### src/rtl/cpu_axi_master_if.sv
// Bundle of the core-side request/data/response streams and the AXI4 master
// channels of cpu_axi_master. The master modport is the bridge's view; the
// slave modport is the view of whatever sits on the other side of every stream.
interface cpu_axi_master_if #(
  parameter int ADDR_W = 32,
  parameter int ID_W   = 4
);
  // core request stream
  logic              req_valid;
  logic              req_ready;
  logic              req_write;
  logic [ADDR_W-1:0] req_addr;
  logic [7:0]        req_len;
  logic [ID_W-1:0]   req_id;
  // core write-data stream
  logic              wd_valid;
  logic              wd_ready;
  logic [31:0]       wd_data;
  logic [3:0]        wd_strb;
  // core read-data stream
  logic              rd_valid;
  logic              rd_ready;
  logic [31:0]       rd_data;
  logic              rd_last;
  logic [1:0]        rd_resp;
  // core write-response / error stream
  logic              rsp_valid;
  logic              rsp_ready;
  logic [1:0]        rsp_resp;
  logic [ID_W-1:0]   rsp_id;
  // AXI read address
  logic [ADDR_W-1:0] m_axi_araddr;
  logic [ID_W-1:0]   m_axi_arid;
  logic [7:0]        m_axi_arlen;
  logic [2:0]        m_axi_arsize;
  logic [1:0]        m_axi_arburst;
  logic              m_axi_arvalid;
  logic              m_axi_arready;
  // AXI write address
  logic [ADDR_W-1:0] m_axi_awaddr;
  logic [ID_W-1:0]   m_axi_awid;
  logic [7:0]        m_axi_awlen;
  logic [2:0]        m_axi_awsize;
  logic [1:0]        m_axi_awburst;
  logic              m_axi_awvalid;
  logic              m_axi_awready;
  // AXI write data
  logic [31:0]       m_axi_wdata;
  logic [3:0]        m_axi_wstrb;
  logic              m_axi_wlast;
  logic              m_axi_wvalid;
  logic              m_axi_wready;
  // AXI read data
  logic [31:0]       m_axi_rdata;
  logic [ID_W-1:0]   m_axi_rid;
  logic [1:0]        m_axi_rresp;
  logic              m_axi_rlast;
  logic              m_axi_rvalid;
  logic              m_axi_rready;
  // AXI write response
  logic [ID_W-1:0]   m_axi_bid;
  logic [1:0]        m_axi_bresp;
  logic              m_axi_bvalid;
  logic              m_axi_bready;
  // status
  logic              busy;

  modport master (
    input  req_valid, req_write, req_addr, req_len, req_id,
    output req_ready,
    input  wd_valid, wd_data, wd_strb,
    output wd_ready,
    output rd_valid, rd_data, rd_last, rd_resp,
    input  rd_ready,
    output rsp_valid, rsp_resp, rsp_id,
    input  rsp_ready,
    output m_axi_araddr, m_axi_arid, m_axi_arlen, m_axi_arsize, m_axi_arburst, m_axi_arvalid,
    input  m_axi_arready,
    output m_axi_awaddr, m_axi_awid, m_axi_awlen, m_axi_awsize, m_axi_awburst, m_axi_awvalid,
    input  m_axi_awready,
    output m_axi_wdata, m_axi_wstrb, m_axi_wlast, m_axi_wvalid,
    input  m_axi_wready,
    input  m_axi_rdata, m_axi_rid, m_axi_rresp, m_axi_rlast, m_axi_rvalid,
    output m_axi_rready,
    input  m_axi_bid, m_axi_bresp, m_axi_bvalid,
    output m_axi_bready,
    output busy
  );

  modport slave (
    output req_valid, req_write, req_addr, req_len, req_id,
    input  req_ready,
    output wd_valid, wd_data, wd_strb,
    input  wd_ready,
    input  rd_valid, rd_data, rd_last, rd_resp,
    output rd_ready,
    input  rsp_valid, rsp_resp, rsp_id,
    output rsp_ready,
    input  m_axi_araddr, m_axi_arid, m_axi_arlen, m_axi_arsize, m_axi_arburst, m_axi_arvalid,
    output m_axi_arready,
    input  m_axi_awaddr, m_axi_awid, m_axi_awlen, m_axi_awsize, m_axi_awburst, m_axi_awvalid,
    output m_axi_awready,
    input  m_axi_wdata, m_axi_wstrb, m_axi_wlast, m_axi_wvalid,
    output m_axi_wready,
    output m_axi_rdata, m_axi_rid, m_axi_rresp, m_axi_rlast, m_axi_rvalid,
    input  m_axi_rready,
    output m_axi_bid, m_axi_bresp, m_axi_bvalid,
    input  m_axi_bready,
    input  busy
  );
endinterface

### src/rtl/cpu_axi_master.sv
// Bridge from the core's load/store burst requests to a single-outstanding
// AXI4 INCR master. Bad requests (misaligned, too long, crossing 4 KB) are
// answered locally with SLVERR and never reach the bus.
module cpu_axi_master #(
  parameter int ADDR_W  = 32,
  parameter int ID_W    = 4,
  parameter int MAX_LEN = 16
) (
  input  logic              m_aclk,
  input  logic              m_areset,
  cpu_axi_master_if.master  bus
);
  typedef enum logic [2:0] {IDLE, ERR, RADDR, RDATA, WADDR, WDATA, WRESP} state_t;

  localparam logic [8:0] MAX_LEN_W = 9'(MAX_LEN);
  localparam logic [1:0] RESP_SLVERR = 2'b10;

  state_t            state_q, state_d;
  logic              req_ready_q, req_ready_d;
  logic              arvalid_q, arvalid_d;
  logic              awvalid_q, awvalid_d;
  logic              rsp_valid_q, rsp_valid_d;
  logic [1:0]        rsp_resp_q, rsp_resp_d;
  logic [ID_W-1:0]   rsp_id_q, rsp_id_d;
  logic [ADDR_W-1:0] addr_q, addr_d;
  logic [7:0]        len_q, len_d;
  logic [ID_W-1:0]   id_q, id_d;
  logic [7:0]        cnt_q, cnt_d;

  logic        in_rdata, in_wdata;
  logic        req_fire, r_fire, w_fire, b_fire, rsp_fire;
  logic        cnt_at_len;
  logic [10:0] span;
  logic        req_bad;

  assign in_rdata   = (state_q == RDATA);
  assign in_wdata   = (state_q == WDATA);
  assign cnt_at_len = (cnt_q == len_q);

  // Handshakes; R/B/W are only honoured in their own states.
  assign req_fire = bus.req_valid && req_ready_q;
  assign r_fire   = in_rdata && bus.m_axi_rvalid && bus.rd_ready;
  assign w_fire   = in_wdata && bus.wd_valid && bus.m_axi_wready;
  assign b_fire   = bus.m_axi_bvalid && bus.m_axi_bready;
  assign rsp_fire = rsp_valid_q && bus.rsp_ready;

  // Last word index of the burst within its 4 KB page; 11 bits so overflow shows.
  assign span    = {1'b0, bus.req_addr[11:2]} + {3'b000, bus.req_len};
  assign req_bad = (bus.req_addr[1:0] != 2'b00) ||
                   ({1'b0, bus.req_len} >= MAX_LEN_W) ||
                   (span > 11'd1023);

  // Next-state and registered-output computation for the transaction FSM.
  always_comb begin
    state_d     = state_q;
    req_ready_d = req_ready_q;
    arvalid_d   = arvalid_q;
    awvalid_d   = awvalid_q;
    rsp_valid_d = rsp_valid_q;
    rsp_resp_d  = rsp_resp_q;
    rsp_id_d    = rsp_id_q;
    addr_d      = addr_q;
    len_d       = len_q;
    id_d        = id_q;
    cnt_d       = cnt_q;
    case (state_q)
      IDLE: begin
        req_ready_d = !req_fire;
        if (req_fire) begin
          addr_d = bus.req_addr;
          len_d  = bus.req_len;
          id_d   = bus.req_id;
          cnt_d  = 8'd0;
          if (req_bad) begin
            state_d     = ERR;
            rsp_valid_d = 1'b1;
            rsp_resp_d  = RESP_SLVERR;
            rsp_id_d    = bus.req_id;
          end else if (bus.req_write) begin
            state_d   = WADDR;
            awvalid_d = 1'b1;
          end else begin
            state_d   = RADDR;
            arvalid_d = 1'b1;
          end
        end
      end
      ERR: begin
        if (rsp_fire) begin
          state_d     = IDLE;
          rsp_valid_d = 1'b0;
          req_ready_d = 1'b1;
        end
      end
      RADDR: begin
        if (bus.m_axi_arready) begin
          state_d   = RDATA;
          arvalid_d = 1'b0;
        end
      end
      RDATA: begin
        if (r_fire) begin
          cnt_d = cnt_q + 8'd1;
          // A missing rlast is closed off at the requested beat count.
          if (bus.m_axi_rlast || cnt_at_len) begin
            state_d     = IDLE;
            cnt_d       = 8'd0;
            req_ready_d = 1'b1;
          end
        end
      end
      WADDR: begin
        if (bus.m_axi_awready) begin
          state_d   = WDATA;
          awvalid_d = 1'b0;
        end
      end
      WDATA: begin
        if (w_fire) begin
          cnt_d = cnt_q + 8'd1;
          if (cnt_at_len) begin
            state_d = WRESP;
            cnt_d   = 8'd0;
          end
        end
      end
      WRESP: begin
        if (b_fire) begin
          rsp_valid_d = 1'b1;
          rsp_resp_d  = (bus.m_axi_bid != id_q) ? RESP_SLVERR : bus.m_axi_bresp;
          rsp_id_d    = id_q;
        end else if (rsp_fire) begin
          state_d     = IDLE;
          rsp_valid_d = 1'b0;
          req_ready_d = 1'b1;
        end
      end
      default: state_d = IDLE;
    endcase
  end

  // State and output registers; reset abandons any transaction in flight.
  always_ff @(posedge m_aclk) begin
    if (m_areset) begin
      state_q     <= IDLE;
      req_ready_q <= 1'b0;
      arvalid_q   <= 1'b0;
      awvalid_q   <= 1'b0;
      rsp_valid_q <= 1'b0;
      rsp_resp_q  <= 2'b00;
      rsp_id_q    <= '0;
      addr_q      <= '0;
      len_q       <= 8'd0;
      id_q        <= '0;
      cnt_q       <= 8'd0;
    end else begin
      state_q     <= state_d;
      req_ready_q <= req_ready_d;
      arvalid_q   <= arvalid_d;
      awvalid_q   <= awvalid_d;
      rsp_valid_q <= rsp_valid_d;
      rsp_resp_q  <= rsp_resp_d;
      rsp_id_q    <= rsp_id_d;
      addr_q      <= addr_d;
      len_q       <= len_d;
      id_q        <= id_d;
      cnt_q       <= cnt_d;
    end
  end

  assign bus.req_ready = req_ready_q;
  assign bus.busy      = (state_q != IDLE);

  assign bus.m_axi_araddr  = addr_q;
  assign bus.m_axi_arid    = id_q;
  assign bus.m_axi_arlen   = len_q;
  assign bus.m_axi_arsize  = 3'b010;
  assign bus.m_axi_arburst = 2'b01;
  assign bus.m_axi_arvalid = arvalid_q;

  assign bus.m_axi_awaddr  = addr_q;
  assign bus.m_axi_awid    = id_q;
  assign bus.m_axi_awlen   = len_q;
  assign bus.m_axi_awsize  = 3'b010;
  assign bus.m_axi_awburst = 2'b01;
  assign bus.m_axi_awvalid = awvalid_q;

  // Write data is a straight pass-through gated by the WDATA state.
  assign bus.m_axi_wvalid = in_wdata && bus.wd_valid;
  assign bus.wd_ready     = in_wdata && bus.m_axi_wready;
  assign bus.m_axi_wdata  = bus.wd_data;
  assign bus.m_axi_wstrb  = bus.wd_strb;
  assign bus.m_axi_wlast  = in_wdata && cnt_at_len;

  // Read data passes through; ID mismatch or a truncated burst flags SLVERR.
  assign bus.m_axi_rready = in_rdata && bus.rd_ready;
  assign bus.rd_valid     = in_rdata && bus.m_axi_rvalid;
  assign bus.rd_data      = in_rdata ? bus.m_axi_rdata : 32'd0;
  assign bus.rd_last      = in_rdata && (bus.m_axi_rlast || cnt_at_len);
  assign bus.rd_resp      = !in_rdata ? 2'b00 :
                            ((bus.m_axi_rid != id_q) || (cnt_at_len && !bus.m_axi_rlast)) ?
                            RESP_SLVERR : bus.m_axi_rresp;

  assign bus.m_axi_bready = (state_q == WRESP) && !rsp_valid_q;

  assign bus.rsp_valid = rsp_valid_q;
  assign bus.rsp_resp  = rsp_resp_q;
  assign bus.rsp_id    = rsp_id_q;
endmodule

### src/flat_wrapper.sv
// flat-port wrapper written by rule: the top's interface ports become plain ports
module cpu_axi_master_flat 
#(
  parameter int ADDR_W  = 32,
  parameter int ID_W    = 4,
  parameter int MAX_LEN = 16
)
  (m_aclk, m_areset, bus_req_valid, bus_req_write, bus_req_addr, bus_req_len, bus_req_id, bus_req_ready, bus_wd_valid, bus_wd_data, bus_wd_strb, bus_wd_ready, bus_rd_valid, bus_rd_data, bus_rd_last, bus_rd_resp, bus_rd_ready, bus_rsp_valid, bus_rsp_resp, bus_rsp_id, bus_rsp_ready, bus_m_axi_araddr, bus_m_axi_arid, bus_m_axi_arlen, bus_m_axi_arsize, bus_m_axi_arburst, bus_m_axi_arvalid, bus_m_axi_arready, bus_m_axi_awaddr, bus_m_axi_awid, bus_m_axi_awlen, bus_m_axi_awsize, bus_m_axi_awburst, bus_m_axi_awvalid, bus_m_axi_awready, bus_m_axi_wdata, bus_m_axi_wstrb, bus_m_axi_wlast, bus_m_axi_wvalid, bus_m_axi_wready, bus_m_axi_rdata, bus_m_axi_rid, bus_m_axi_rresp, bus_m_axi_rlast, bus_m_axi_rvalid, bus_m_axi_rready, bus_m_axi_bid, bus_m_axi_bresp, bus_m_axi_bvalid, bus_m_axi_bready, bus_busy);
  cpu_axi_master_if #(.ADDR_W(ADDR_W), .ID_W(ID_W)) bus_i ();
  input  logic m_aclk;
  input  logic m_areset;
  input wire logic [$bits(bus_i.req_valid)-1:0] bus_req_valid;
  input wire logic [$bits(bus_i.req_write)-1:0] bus_req_write;
  input wire logic [$bits(bus_i.req_addr)-1:0] bus_req_addr;
  input wire logic [$bits(bus_i.req_len)-1:0] bus_req_len;
  input wire logic [$bits(bus_i.req_id)-1:0] bus_req_id;
  output wire logic [$bits(bus_i.req_ready)-1:0] bus_req_ready;
  input wire logic [$bits(bus_i.wd_valid)-1:0] bus_wd_valid;
  input wire logic [$bits(bus_i.wd_data)-1:0] bus_wd_data;
  input wire logic [$bits(bus_i.wd_strb)-1:0] bus_wd_strb;
  output wire logic [$bits(bus_i.wd_ready)-1:0] bus_wd_ready;
  output wire logic [$bits(bus_i.rd_valid)-1:0] bus_rd_valid;
  output wire logic [$bits(bus_i.rd_data)-1:0] bus_rd_data;
  output wire logic [$bits(bus_i.rd_last)-1:0] bus_rd_last;
  output wire logic [$bits(bus_i.rd_resp)-1:0] bus_rd_resp;
  input wire logic [$bits(bus_i.rd_ready)-1:0] bus_rd_ready;
  output wire logic [$bits(bus_i.rsp_valid)-1:0] bus_rsp_valid;
  output wire logic [$bits(bus_i.rsp_resp)-1:0] bus_rsp_resp;
  output wire logic [$bits(bus_i.rsp_id)-1:0] bus_rsp_id;
  input wire logic [$bits(bus_i.rsp_ready)-1:0] bus_rsp_ready;
  output wire logic [$bits(bus_i.m_axi_araddr)-1:0] bus_m_axi_araddr;
  output wire logic [$bits(bus_i.m_axi_arid)-1:0] bus_m_axi_arid;
  output wire logic [$bits(bus_i.m_axi_arlen)-1:0] bus_m_axi_arlen;
  output wire logic [$bits(bus_i.m_axi_arsize)-1:0] bus_m_axi_arsize;
  output wire logic [$bits(bus_i.m_axi_arburst)-1:0] bus_m_axi_arburst;
  output wire logic [$bits(bus_i.m_axi_arvalid)-1:0] bus_m_axi_arvalid;
  input wire logic [$bits(bus_i.m_axi_arready)-1:0] bus_m_axi_arready;
  output wire logic [$bits(bus_i.m_axi_awaddr)-1:0] bus_m_axi_awaddr;
  output wire logic [$bits(bus_i.m_axi_awid)-1:0] bus_m_axi_awid;
  output wire logic [$bits(bus_i.m_axi_awlen)-1:0] bus_m_axi_awlen;
  output wire logic [$bits(bus_i.m_axi_awsize)-1:0] bus_m_axi_awsize;
  output wire logic [$bits(bus_i.m_axi_awburst)-1:0] bus_m_axi_awburst;
  output wire logic [$bits(bus_i.m_axi_awvalid)-1:0] bus_m_axi_awvalid;
  input wire logic [$bits(bus_i.m_axi_awready)-1:0] bus_m_axi_awready;
  output wire logic [$bits(bus_i.m_axi_wdata)-1:0] bus_m_axi_wdata;
  output wire logic [$bits(bus_i.m_axi_wstrb)-1:0] bus_m_axi_wstrb;
  output wire logic [$bits(bus_i.m_axi_wlast)-1:0] bus_m_axi_wlast;
  output wire logic [$bits(bus_i.m_axi_wvalid)-1:0] bus_m_axi_wvalid;
  input wire logic [$bits(bus_i.m_axi_wready)-1:0] bus_m_axi_wready;
  input wire logic [$bits(bus_i.m_axi_rdata)-1:0] bus_m_axi_rdata;
  input wire logic [$bits(bus_i.m_axi_rid)-1:0] bus_m_axi_rid;
  input wire logic [$bits(bus_i.m_axi_rresp)-1:0] bus_m_axi_rresp;
  input wire logic [$bits(bus_i.m_axi_rlast)-1:0] bus_m_axi_rlast;
  input wire logic [$bits(bus_i.m_axi_rvalid)-1:0] bus_m_axi_rvalid;
  output wire logic [$bits(bus_i.m_axi_rready)-1:0] bus_m_axi_rready;
  input wire logic [$bits(bus_i.m_axi_bid)-1:0] bus_m_axi_bid;
  input wire logic [$bits(bus_i.m_axi_bresp)-1:0] bus_m_axi_bresp;
  input wire logic [$bits(bus_i.m_axi_bvalid)-1:0] bus_m_axi_bvalid;
  output wire logic [$bits(bus_i.m_axi_bready)-1:0] bus_m_axi_bready;
  output wire logic [$bits(bus_i.busy)-1:0] bus_busy;
  assign bus_i.req_valid = bus_req_valid;
  assign bus_i.req_write = bus_req_write;
  assign bus_i.req_addr = bus_req_addr;
  assign bus_i.req_len = bus_req_len;
  assign bus_i.req_id = bus_req_id;
  assign bus_req_ready = bus_i.req_ready;
  assign bus_i.wd_valid = bus_wd_valid;
  assign bus_i.wd_data = bus_wd_data;
  assign bus_i.wd_strb = bus_wd_strb;
  assign bus_wd_ready = bus_i.wd_ready;
  assign bus_rd_valid = bus_i.rd_valid;
  assign bus_rd_data = bus_i.rd_data;
  assign bus_rd_last = bus_i.rd_last;
  assign bus_rd_resp = bus_i.rd_resp;
  assign bus_i.rd_ready = bus_rd_ready;
  assign bus_rsp_valid = bus_i.rsp_valid;
  assign bus_rsp_resp = bus_i.rsp_resp;
  assign bus_rsp_id = bus_i.rsp_id;
  assign bus_i.rsp_ready = bus_rsp_ready;
  assign bus_m_axi_araddr = bus_i.m_axi_araddr;
  assign bus_m_axi_arid = bus_i.m_axi_arid;
  assign bus_m_axi_arlen = bus_i.m_axi_arlen;
  assign bus_m_axi_arsize = bus_i.m_axi_arsize;
  assign bus_m_axi_arburst = bus_i.m_axi_arburst;
  assign bus_m_axi_arvalid = bus_i.m_axi_arvalid;
  assign bus_i.m_axi_arready = bus_m_axi_arready;
  assign bus_m_axi_awaddr = bus_i.m_axi_awaddr;
  assign bus_m_axi_awid = bus_i.m_axi_awid;
  assign bus_m_axi_awlen = bus_i.m_axi_awlen;
  assign bus_m_axi_awsize = bus_i.m_axi_awsize;
  assign bus_m_axi_awburst = bus_i.m_axi_awburst;
  assign bus_m_axi_awvalid = bus_i.m_axi_awvalid;
  assign bus_i.m_axi_awready = bus_m_axi_awready;
  assign bus_m_axi_wdata = bus_i.m_axi_wdata;
  assign bus_m_axi_wstrb = bus_i.m_axi_wstrb;
  assign bus_m_axi_wlast = bus_i.m_axi_wlast;
  assign bus_m_axi_wvalid = bus_i.m_axi_wvalid;
  assign bus_i.m_axi_wready = bus_m_axi_wready;
  assign bus_i.m_axi_rdata = bus_m_axi_rdata;
  assign bus_i.m_axi_rid = bus_m_axi_rid;
  assign bus_i.m_axi_rresp = bus_m_axi_rresp;
  assign bus_i.m_axi_rlast = bus_m_axi_rlast;
  assign bus_i.m_axi_rvalid = bus_m_axi_rvalid;
  assign bus_m_axi_rready = bus_i.m_axi_rready;
  assign bus_i.m_axi_bid = bus_m_axi_bid;
  assign bus_i.m_axi_bresp = bus_m_axi_bresp;
  assign bus_i.m_axi_bvalid = bus_m_axi_bvalid;
  assign bus_m_axi_bready = bus_i.m_axi_bready;
  assign bus_busy = bus_i.busy;
  cpu_axi_master #(.ADDR_W(ADDR_W), .ID_W(ID_W), .MAX_LEN(MAX_LEN)) u_core (.m_aclk(m_aclk), .m_areset(m_areset), .bus(bus_i));
endmodule
### config.mk
export PLATFORM = sky130hd
export DESIGN_NAME = cpu_axi_master_flat
export DESIGN_NICKNAME = d
export VERILOG_FILES = /design/src/rtl/cpu_axi_master_if.sv /design/src/rtl/cpu_axi_master.sv /design/src/flat_wrapper.sv
export SDC_FILE = /design/constraint.sdc
export NUM_CORES = 1
export LEC_CHECK = 0
export ABC_AREA = 1
export BUFFER_PORTS_ARGS = -buffer_cell sky130_fd_sc_hd__buf_2
export CORE_MARGIN = 5
export CORE_UTILIZATION = 30
export DETAILED_ROUTE_END_ITERATION = 7
export PLACE_DENSITY_LB_ADDON = 0.15
export SYNTH_ARGS = -nofsm -noshare
export SYNTH_HDL_FRONTEND = slang
export SYNTH_SLANG_ARGS = --single-unit
### constraint.sdc
create_clock -name m_aclk -period 1.34 [get_ports m_aclk]
set_input_delay 0 -clock m_aclk [delete_from_list [all_inputs] [get_ports m_aclk]]
set_output_delay 0 -clock m_aclk [all_outputs]
set_load 0.02 [all_outputs]
# Word level (Yosys, flattened, before mapping)
# Cells that the tools add are included.
# W data, S select, Z words.
[word_totals]
register_bits = 65
[op_classes]
n_addsub = 2
n_lt_le_gt_ge = 2
n_eq_ne = 22
mux = 50
reduce_logical = 37
[ops]
columns = ["op", "count"]
rows = [
  ["$mux W8", 5],
  ["$mux W3", 11],
  ["$mux W32", 1],
  ["$pmux W8 S3", 1],
  ["$pmux W3 S7", 1],
  ["$ne A2 B2 Y1 const B", 10],
  ["$mux W1", 16],
  ["$logic_and A1 B1 Y1", 13],
  ["$mux W2", 6],
  ["$mux W4", 3],
  ["$reduce_and A4 Y1", 3],
  ["$add A10 B8 Y11", 1],
  ["$gt A11 B10 Y1 const B", 1],
  ["$reduce_and A5 Y1", 2],
  ["$eq A3 B3 Y1 const B", 3],
  ["$reduce_bool A3 Y1", 3],
  ["$add A8 B1 Y8 const B", 1],
  ["$eq A8 B8 Y1", 1],
  ["$ge A8 B5 Y1 const B", 1],
  ["$ne A4 B4 Y1", 2],
  ["$pmux W4 S2", 1],
  ["$reduce_and A8 Y1", 1],
  ["$reduce_bool A2 Y1", 4],
  ["$eq A3 B2 Y1 const B", 2],
  ["other kinds (12)", 20],
]

# Longest topological paths before layout
[logic_depth]
word_depth = 6
depth_mapped = 13
depth_no_buf = 13

# Worst setup path before layout
# No wires, ideal clock.
[synth_timing]
kind = "register to register"
from = "register u_core.state_q[0]"
to = "register u_core.cnt_q[1]"
setup_time_ns = 0.116
arrival_time_ns = 1.596
required_ns = 1.224
slack_ns = -0.372
path_stages_with_launch = 8
period_less_slack_ns = 1.712
path_cell_list = "dfxtp_1 > nand3_1 > nor2_1 > nand2_1 > a31oi_4 > nand3_2 > nand2_1 > nor2_1"
[synth_via]
elab_chain_len = 5
[synth_lines]
columns = ["item", "line", "text"]
rows = [
  ["from (decl)", "cpu_axi_master.sv:18", "state_t state_q, state_d;"],
  ["from (signal assigned)", "cpu_axi_master.sv:157", "state_q <= state_d;"],
  ["$eq A3 B2 Y1 or $eq A3 B3 Y1 (tied branches)", "cpu_axi_master.sv:36, cpu_axi_master.sv:66, cpu_axi_master.sv:37", ""],
  ["$logic_and A1 B1 Y1, on equally long branches (2 in series)", "cpu_axi_master.sv:42, cpu_axi_master.sv:43", ""],
  ["$ne A2 B2 Y1 (no source line)", "-", ""],
  ["$reduce_and A4 Y1 (no source line)", "-", ""],
  ["to (signal assigned)", "cpu_axi_master.sv:167", "cnt_q <= cnt_d;"],
  ["to (decl)", "cpu_axi_master.sv:28", "logic [7:0] cnt_q, cnt_d;"],
]
# Parallel ways exist; a longest one is shown, timed or not.
# A chain may end at the register's enable or synchronous reset.

# Worst setup path in the final report
[layout_timing]
from = "register u_core.id_q[3] (netlist: u_core.bus.m_axi_arid[3])"
to = "output port bus_rd_resp[1]"
[layout_via]
elab_chain_len = 4
[layout_lines]
columns = ["item", "line", "text"]
rows = [
  ["from (decl)", "cpu_axi_master.sv:27", "logic [ID_W-1:0] id_q, id_d;"],
  ["from (signal assigned)", "cpu_axi_master.sv:166", "id_q <= id_d;"],
  ["$ne A4 B4 Y1", "cpu_axi_master.sv:201", "((bus.m_axi_rid != id_q) || (cnt_at_len && !bus.m_axi_rlast)) ?"],
  ["$logic_or A1 B1 Y1", "cpu_axi_master.sv:201", ""],
  ["$mux W2", "cpu_axi_master.sv:201", ""],
  ["$mux W2", "cpu_axi_master.sv:200", "assign bus.rd_resp = !in_rdata ? 2'b00 :"],
  ["to (decl)", "flat_wrapper.sv:25", "output wire logic [$bits(bus_i.rd_resp)-1:0] bus_rd_resp;"],
]
# No other way between the ends.

==> metrics <==
area leader, netlist dfxtp_1; CP Class flop to output pin; final worst-path cycle share 121.7%; Core Region 13720 um^2; peak fanout along the critical path 4; Final Skew 5.907 ps; top cells by area, synth dfxtp_1 31%, buf_4 16%, nand2_1 10%; Residual DRC 0; Fill cells 1190; outcome finished with violations; Final Setup Violations 103; placed cells around 1000; Total Die Area 16260 um^2; Worst Tran Pin Value 639.8 ps; prevailing post-synth register cell dfxtp_1; CP Capture Type output pin; clock slew at reported path FFs 50 ps; minimum clock period roughly 1600 ps; P&R area growth vs syn 93.81%; Die Width ~130 um; Post-Syn Area per Cell 6.648 um^2; Die Span Y about 130 um; sequential cell area 1339 um^2; Post-Layout Cell Count 1101; Slew Limit Fails 0; Post-DRT Antenna Nets 0; relative slew slack approximately 57%; cell area after synthesis between 4000 and 5000 um^2; largest net degree at the start of global routing 40; Post-Syn Instances 623; worst vdd ir 0.0007433 V; routed length per placed instance 15.89 um; final hold violations 0; vias in the first global route ~4900; PwrDens between 1000 and 1500 nW/um^2; H-Tree Depth 3; Row Count 43; #FFs+latches synth between 60 and 70; area of the multi-input gates 2894 um^2; Clock Latency Late Sink 330 ps; Post-DP HPWL 11.68 mm; post-synth top area share 31.42%; RSZ-0062 raised after global routing yes; Clock Path Buffers 2; crit path DAT 1630 ps; max cap viols 0; final wirelength 17.49 mm; Clock Sinks 65; Via density ~4.6; Setup WS post-layout -291.3 ps; port buffer count 240; clock root cell clkbuf_16; CTS tree done; I/O Pins 323; initial core utilization 30.19%; worst hold path stage count 0; Tot Pwr between 10 and 15 mW; routability cong. between 0.9 and 1; EDFF count, synth 0; Tot GR Track Use 18.90%; distinct cell type count after synthesis 33; Overflow after GRT 0; CP required around 1300 ps; first-pass GRT wire length 24.72 mm; failing checks negative setup slack; post-synthesis sequential area ratio 31.42%; DR iter-0 viols 166; Worst Hold Class primary input to output pin; startpoint types flop; CTS Buf Count 9; total number of vias 5013; share of post-route cells with drive strength above 1 62.98%; r2r worst-path depth 12; antenna violations before repair 0; synth warn 0; Lkg Pwr 3.930 nW; FFs w/ async S/R, synth 0%; DRT Pass-1 Iters 4; FMAX 613.0 MHz; Ant. Diodes 0; Nets 1062
==> state kept, by name (all words and copies together) (netlist names) <==
register and cells:
u_core.bus.rsp_resp 2, u_core.cnt_q 8, u_core.bus.m_axi_arid 4, u_core.bus.m_axi_awvalid 1, u_core.bus.rsp_id 4, u_core.bus.m_axi_araddr 32, u_core.bus.rsp_valid 1, u_core.bus.m_axi_arvalid 1
u_core.bus.req_ready 1, u_core.state_q 3, u_core.bus.m_axi_arlen 8
==> cells in the final DEF (no fill, tap or decap), drive strengths merged, types with 2 or more instances in the layout <==
cell type,instances
clkbuf,17
dlygate4sd3,38
a21o,2
o21ai,28
a21oi,59
clkinv,2
bufinv,2
buf,343
ha,8
inv,73
conb,10
xor2,9
nor3,4
nand4,3
xnor2,3
nor2,74
nand2,118
dfxtp,65
nand3b,2
nand3,51
==> cell type report <==
cell class	count	share of cell area (%)
multi-input combinational	381	36.06
inverter	74	3.772
clock buffer	13	2.993
timing repair buffer	385	36.88
tap	180	2.806
sequential	65	16.68
clock inverter	3	0.8106
==> power breakdown <==
| group | internal [mW] | switching [mW] | total [mW] |
|---|---|---|---|
| Clock | 1.63 | 0.859 | 2.49 |
| Sequential | 2.27 | 0.348 | 2.62 |
| Combinational | 2.53 | 3.14 | 5.67 |
==> kinds of logic (layout without fill, tap and decap cells) <==
logic type                 Yosys count  after routing  synth area share, %
and+or+nand+nor                    254            256                25.62
buffers and inverters              187            475                25.23
AOI/OAI and AO/OA                   94             94                12.11
DFF                                 65             65                31.42
xor gates and xnor gates            12             12                2.538
adders and majority gates            9              9                2.900
other                                2             10               0.1813
==> metal layers <==
metal  up-vias  global-route usage [%]  part of all wire [%]  routed length [um]
met1      2325                   20.60                    35                6168
li1       2459                       -                     -                   -
met3        30                   4.682                   8.3                1459
met2       199                   35.49                    54                9511
met4         0                   6.183                   2.0                 352
met5         -                       0                     0                   0
==> cell usage after synthesis (4+ instances only) <==
library cell / n
inv_1: 71
nor3_1: 4
buf_4: 90
a21oi_1: 59
xor2_1: 9
clkbuf_1: 15
dfxtp_1: 65
nand2_1: 113
buf_1: 4
ha_1: 8
nor2_1: 74
o21ai_0: 25
buf_2: 4
nand3_1: 50
==> metrics by stage <==
step                setup slack, ps  utilization [%]  cell area (um^2)  TNS, ps  hold slack (ps)
finish                       -291.3            58.50              8026   -10110         0.007323
global route                 -359.5            58.50              8026   -16450          0.03201
CTS                          -302.6            52.10              7148    -8663           0.1367
detailed placement           -289.3            40.08              5499    -8463           0.1367
global placement             -240.0            40.08              5499    -7365           0.1367
floorplan                    -125.0                -              4232   -938.1            112.6
==> path summary, 6_finish.rpt <==
| path | startpoint | to | slack, ps |
|---|---|---|---|
| worst max-delay path | u_core.bus.m_axi_arid[3] | bus_rd_resp[1] | -290 |
| worst min-delay path | bus_wd_data[23] | bus_m_axi_wdata[23] | 0.007 |
| worst max register to register | u_core.state_q[1] | u_core.cnt_q[5] | -220 |
| worst min register to register | u_core.bus.rsp_id[0] | u_core.bus.rsp_id[0] | 470 |
==> critical path, cell delays in order, from the launching register on <==
cell and delay [ps]:
dfxtp_4 360, xor2_1 170, nor4_2 360, o21ai_4 100
o21ai_1 130, inv_1 60, buf_6 120
==> repair_timing <==
item / CTS / global route
gates cloned: 5 / 8
pin swaps: 21 / 32
buffers inserted: 8 / 15
resized for setup: 246 / 191
endpoints found under the setup margin: 105 / 106
hold buffers: 38 / 0
endpoints found under the hold margin: 38 / 0
No activity file was read; power rests on OpenSTA's default activity.
